File: src/rtl/controlador_sessao_perfil.sv
// Session controller with per-profile access control: login/lockout FSM,
// idle-timeout supervision and registered grant/deny decisions for protected operations.
module controlador_sessao_perfil #(
   parameter int unsigned TIMEOUT    = 16,
   parameter int unsigned MAX_FALHAS = 3,
   parameter int unsigned T_BLOQUEIO = 32
) (
   input  logic       clk,
   input  logic       reset,
   input  logic [1:0] perfil,
   input  logic       login,
   input  logic       senha_ok,
   input  logic       logout,
   input  logic       atividade,
   input  logic       op_req,
   input  logic [1:0] nivel_req,
   output logic       sessao_ativa,
   output logic [1:0] perfil_ativo,
   output logic       op_grant,
   output logic       op_deny,
   output logic       bloqueado,
   output logic [1:0] falhas,
   output logic       timeout,
   output logic [1:0] estado_dbg
);

   typedef enum logic [1:0] {
      IDLE     = 2'b00,
      ATIVA    = 2'b01,
      BLOQUEIO = 2'b10
   } estado_t;

   localparam logic [7:0] TIMER_LIM  = 8'(TIMEOUT - 1);
   localparam logic [7:0] LOCK_INI   = 8'(T_BLOQUEIO - 1);
   localparam logic [1:0] FALHAS_LIM = 2'(MAX_FALHAS);

   estado_t    estado, estado_nxt;
   logic [7:0] timer, timer_nxt;
   logic [7:0] lock_cnt, lock_nxt;
   logic [1:0] perfil_nxt;
   logic [1:0] falhas_nxt;
   logic [1:0] falhas_inc;
   logic       grant_nxt;
   logic       deny_nxt;
   logic       timeout_nxt;
   logic       login_aceito;

   assign estado_dbg   = estado;
   assign falhas_inc   = falhas + 2'd1;
   // GUEST sessions are open: the password flag is irrelevant for profile 00.
   assign login_aceito = senha_ok || (perfil == 2'b00);

   always_ff @(posedge clk) begin
      if (reset) begin
         estado       <= IDLE;
         timer        <= 8'd0;
         lock_cnt     <= 8'd0;
         perfil_ativo <= 2'b00;
         falhas       <= 2'b00;
         op_grant     <= 1'b0;
         op_deny      <= 1'b0;
         timeout      <= 1'b0;
         sessao_ativa <= 1'b0;
         bloqueado    <= 1'b0;
      end else begin
         estado       <= estado_nxt;
         timer        <= timer_nxt;
         lock_cnt     <= lock_nxt;
         perfil_ativo <= perfil_nxt;
         falhas       <= falhas_nxt;
         op_grant     <= grant_nxt;
         op_deny      <= deny_nxt;
         timeout      <= timeout_nxt;
         sessao_ativa <= (estado_nxt == ATIVA);
         bloqueado    <= (estado_nxt == BLOQUEIO);
      end
   end

   always_comb begin
      estado_nxt  = estado;
      timer_nxt   = timer;
      lock_nxt    = lock_cnt;
      perfil_nxt  = perfil_ativo;
      falhas_nxt  = falhas;
      grant_nxt   = 1'b0;
      deny_nxt    = 1'b0;
      timeout_nxt = 1'b0;

      case (estado)
         IDLE: begin
            deny_nxt = op_req;
            if (login) begin
               if (login_aceito) begin
                  estado_nxt = ATIVA;
                  perfil_nxt = perfil;
                  falhas_nxt = 2'b00;
                  timer_nxt  = 8'd0;
               end else if (falhas_inc == FALHAS_LIM) begin
                  estado_nxt = BLOQUEIO;
                  lock_nxt   = LOCK_INI;
                  falhas_nxt = 2'b00;
               end else begin
                  falhas_nxt = falhas_inc;
               end
            end
         end

         ATIVA: begin
            // Logout outranks both a pending operation and an expiring timer.
            if (logout) begin
               estado_nxt = IDLE;
               perfil_nxt = 2'b00;
               timer_nxt  = 8'd0;
               deny_nxt   = op_req;
            end else if (op_req) begin
               timer_nxt = 8'd0;
               if (perfil_ativo >= nivel_req) begin
                  grant_nxt = 1'b1;
               end else begin
                  deny_nxt = 1'b1;
               end
            end else if (atividade) begin
               timer_nxt = 8'd0;
            end else if (timer == TIMER_LIM) begin
               estado_nxt  = IDLE;
               perfil_nxt  = 2'b00;
               timer_nxt   = 8'd0;
               timeout_nxt = 1'b1;
            end else begin
               timer_nxt = timer + 8'd1;
            end
         end

         BLOQUEIO: begin
            deny_nxt = op_req;
            if (lock_cnt == 8'd0) begin
               estado_nxt = IDLE;
            end else begin
               lock_nxt = lock_cnt - 8'd1;
            end
         end

         default: begin
            estado_nxt = IDLE;
            perfil_nxt = 2'b00;
            falhas_nxt = 2'b00;
            timer_nxt  = 8'd0;
            lock_nxt   = 8'd0;
         end
      endcase
   end

endmodule

File: config.mk
export PLATFORM = sky130hd
export DESIGN_NAME = controlador_sessao_perfil
export DESIGN_NICKNAME = d
export VERILOG_FILES = /design/src/rtl/controlador_sessao_perfil.sv
export SDC_FILE = /design/constraint.sdc
export NUM_CORES = 1
export LEC_CHECK = 0
export BUFFER_PORTS_ARGS = -buffer_cell sky130_fd_sc_hd__buf_2
export CORE_MARGIN = 2
export CORE_UTILIZATION = 30
export CTS_CLUSTER_DIAMETER = 100
export CTS_CLUSTER_SIZE = 25
export DETAILED_ROUTE_END_ITERATION = 8
export PLACE_DENSITY = 0.51
export SYNTH_ARGS = -nofsm -noshare
export SYNTH_HDL_FRONTEND = slang
export SYNTH_SLANG_ARGS = --single-unit
File: constraint.sdc
create_clock -name clk -period 2.1 [get_ports clk]
set_input_delay 0.21 -clock clk [delete_from_list [all_inputs] [get_ports clk]]
set_output_delay 0.21 -clock clk [all_outputs]
set_load 0.03 [all_outputs]
# After elaboration in Yosys (flattened, before gate mapping)
# Cells that the tools add are included.
# word_totals
regBits	27
output_inout_bits	11
word_cells	82
# op_classes
n_addsub	3
magnitude_cmp	1
eq_ne	14
mux	38
n_bitwise	4
n_reduce_logical	12
# op_table
op	count
$mux W8	10
$pmux W8 S3	2
$mux W2	17
$pmux W2 S3	2
$ne A2 B2 Y1 const B	5
$ne A3 B3 Y1 const B	3
$add A8 B1 Y8 const B	1
$eq A8 B4 Y1 const B	1
$logic_not A8 Y1	1
$sub A8 B1 Y8 const B	1
$eq A2 B2 Y1 const B	3
$reduce_and A6 Y1	1
$mux W1	5
$reduce_and A5 Y1	1
$reduce_or A5 Y1	1
$eq A2 B1 Y1 const B	2
$logic_not A2 Y1	2
$not A1 Y1	4
$pmux W2 S2	1
$reduce_or A2 Y1	2
$reduce_or A4 Y1	1
$reduce_and A3 Y1	1
$add A2 B1 Y2 const B	1
$ge A2 B2 Y1	1
3 further kinds	3

# Logic depth before layout (Yosys ltp)
# depth
ltp_word	7
mapped_depth	7
mapped_depth_nobuf	7

# Worst setup path before layout
# OpenSTA, ideal clock, no wires.
# synth_path
kind	flip-flop to flip-flop
startpoint	reg estado[0] (netlist: estado_dbg[0])
endpoint	reg timer[0]
setup_ns	0.131
arrival_ns	1.911
path_slack_ns	0.058
path_stages_with_launch	7
period_less_slack_ns	2.042
path_cell_list	dfxtp_1 inv_1 ha_1 a21boi_1 nor2_1 a2bb2oi_1 nor2_1
# synth_via
elab_chain_cells	3
word_cells_on_any_way	8
cone_classes	eq/ne: 4; mux: 1; bitwise: 1; reduce/logical: 2
# synth_lines
item	line	text
start: declaration	37	estado_t estado, estado_nxt;
start signal: assignment	66	estado <= estado_nxt;
$logic_not A2 Y1 or $eq A2 B2 Y1 (tied branches)	89	case (estado)
$ne A2 B2 Y1 (no source line) or $not A1 Y1 (tied branches)	--	
$reduce_and A3 Y1 (no source line)	--	
end signal: assignment	67	timer <= timer_nxt;
end: declaration	38	logic [7:0] timer, timer_nxt;
# Several ways; a longest one is shown, not always the timed one.
# A chain may end at the register's enable or synchronous reset.

# Worst setup path after layout
# layout_path
startpoint	reg timer[0]
endpoint	reg sessao_ativa
# layout_via
elab_chain_cells	7
# layout_lines
item	line	text
$eq A8 B4 Y1	124	end else if (timer == TIMER_LIM) begin
$mux W2	124	
$mux W2	122	end else if (atividade) begin
$mux W2	115	end else if (op_req) begin
$mux W2	110	if (logout) begin
$pmux W2 S3	89	
$eq A2 B1 Y1	74	sessao_ativa <= (estado_nxt == ATIVA);
end signal: assignment	74	
end: declaration	17	output logic sessao_ativa,
# No other way between the ends.

==> results.cfg <==
[synth]
yosysTopAreaCellShare = 0.375
synthCells = 172
ys.flop_type = dfxtp_1
synth_top_family_by_area = simple AND/OR/NAND/NOR gates
netlist_top_cells_area = dfxtp_1, ha_1, nor2_1
muxShareOfSynthArea = 0
netlist_area_um2 = 1440
yosysTopAreaCell = dfxtp_1
avgSynthCellArea_um2 = 8.38
synthesis.nets = 191
async_flop_share = 0
yosys_warnings = 0
synth_edf_count = 0
synth_cell_types = 41
synth_compound_area_frac = 0.201
ys_seq_area_frac = 0.375
synth-xor-area-share = 0.0425
synth-simple-area-share = 0.273
ys_seq_elements = 27
synth_fa_ha_area_frac = 0.0694

[timing]
holdWs_ns = 0.191
period_minus_slack_ns = 1.96
finalHoldViolCount = 0
rsz0062_at_grt = false
setup_viol = 0
setup_tns_ns = 0
worst_pin_slew_ns = 0.409
setup_ws_ns = 0.141
timing.fmax_mhz = 511
relSlewSlack = 0.725
drv_slew = 0
fin_skew_ns = 0.00305
min_period_over_period = 0.933

[finish]
utilization = 0.364
syn_to_final_growth_pct = 18.4
stdcell_count = 255
fin_area_um2 = 1710
nets = 221
drive_gt1_frac = 0.194
layout_common_cells = dfxtp_1, nor2_1, buf_2
final_common_cell = dfxtp_1
n_antenna_cell = 0

[hold_path]
holdPathEnd = op_deny
whs_path_depth = 3
min-delay-start = op_req
hold_path.class = in -> reg

[placed_design]
place_area_um2 = 1660
place_hpwl_mm = 2.43
dp_slack_ns = 0.177
io_buffer_count = 21
dpl.cell_count = 251
place_congestion = 0.749

[power]
leakage_nw = 0.671
p_int_uw = 783
total_power_mw = 1.14
seqPwrFrac = 0.497
p_per_area_nw_per_um2 = 668
p_switching_uw = 357
p_comb_frac = 0.230
p_sw_frac = 0.313
ir_drop_v = 0.000259
clockPowerShare = 0.273

[setup_path]
r2r_end = sessao_ativa
start_kind = register
reg2reg_depth = 6
startpoint = timer[0]
reg2reg_slack_ns = 0.14
cp-end-kind = register
critical_path_class = reg -> reg
required_ns = 2.32
crit_arrival_ns = 2.18
path_max_fanout = 4
reg2reg_from = timer[0]

[detailed_routing]
highest_layer = met4
wl_met2_mm = 1.40
wirelength_mm = 3.28
vias = 1286
drc = 0
dr.pass1.iters = 4
ant_nets = 0
drt_iter0_markers = 87
wl_per_cell_um = 12.9
met1_length_mm = 1.67
wl_met3_um = 176
via_per_inst = 5.04

[clock_network]
clock_latency_ns = 0.27
post_cts_buffers = 0
cts_tree = done
h-tree-depth = 1
cts_made_buffers = 3
clk_transition_reported_paths_ns = 0.10
hold_buffers = 0
clock-sinks = 27
cts_resized = 0
root_buffer = clkbuf_8
clockBufferDepth = 2

[grt]
grt_max_degree = 17
grt_pass1_wl_mm = 5.44
antenna_found_initial = 0
grt_overflow = 0
grt_usage = 0.130
grt_pass1_vias = 1209

[die]
initial_utilization = 0.307
core_region_area_um2 = 4690
dieArea_um2 = 5380
pin_count = 22
die_x_um = 73.3
die_h_um = 73.3
rows = 25

[job]
drv_cap = 0

[status]
outcome = completed
==> state kept, by name, indices dropped and copies added, names as in the netlist <==
register	cells
lock_cnt	8
timer	8
estado_dbg	2
falhas	2
perfil_ativo	2
bloqueado	1
op_deny	1
op_grant	1
sessao_ativa	1
timeout	1
==> power groups by stage <==
stage	Combinational [mW]	Sequential [mW]	Clock, mW
floorplan	0.164	0.593	0
global placement	0.263	0.580	0
detailed placement	0.262	0.579	0
CTS	0.264	0.567	0.319
global route	0.293	0.573	0.346
finish	0.262	0.567	0.311
==> layout make-up <==
class / instances / area [µm²]
inverter: 11 / 41.3
timing repair buffer: 29 / 165
tap: 54 / 67.6
multi-input combinational: 130 / 843
sequential: 27 / 541
clock buffer: 3 / 41.3
clock inverter: 1 / 7.51
fill: 504 / 2990
==> metal layers <==
metal	up-vias	GRT usage
met5	-	0
met4	0	0.0444
met3	2	0.0274
met2	34	0.199
met1	577	0.182
li1	673	-
==> cells by family after synthesis <==
logic type,count (synthesis)
DFF,27
and+or+nand+nor,74
buffers and inverters,15
adders and majority gates,8
AOI/OAI and AO/OA,41
xor gates and xnor gates,7
==> worst max-delay path: stages (launching register included) <==
cell and delay (ns):
dfxtp_1 0.36, ha_1 0.26, and3_1 0.22, a311oi_1 0.35
a21oi_1 0.13, a2111oi_2 0.42, nor2b_1 0.17
==> worst max path at each step <==
stage | slack (ns) | to | cells after the start
after detailed placement | 0.18 | sessao_ativa | 6
after floorplan | 0.06 | timer[0] | 6
after global placement | 0.13 | sessao_ativa | 6
after CTS | 0.13 | sessao_ativa | 6
final | 0.14 | sessao_ativa | 6
after global routing | 0.006 | sessao_ativa | 6
==> Yosys cell counts (2+ instances only) <==
cell type,count
ha_1,8
nor3b_1,3
xnor2_1,6
nand4_1,2
dfxtp_1,27
nor2_1,25
nor4_1,5
or3_1,3
nand3_1,5
nor3_1,9
o31ai_1,2
nor2b_1,2
a2bb2oi_1,2
a211oi_1,3
nand2b_1,3
and3_1,2
inv_1,11
clkbuf_1,2
or4_1,3
nand2_1,7
o21ai_0,8
a21oi_1,15
No activity file was read; power rests on OpenSTA's default activity.
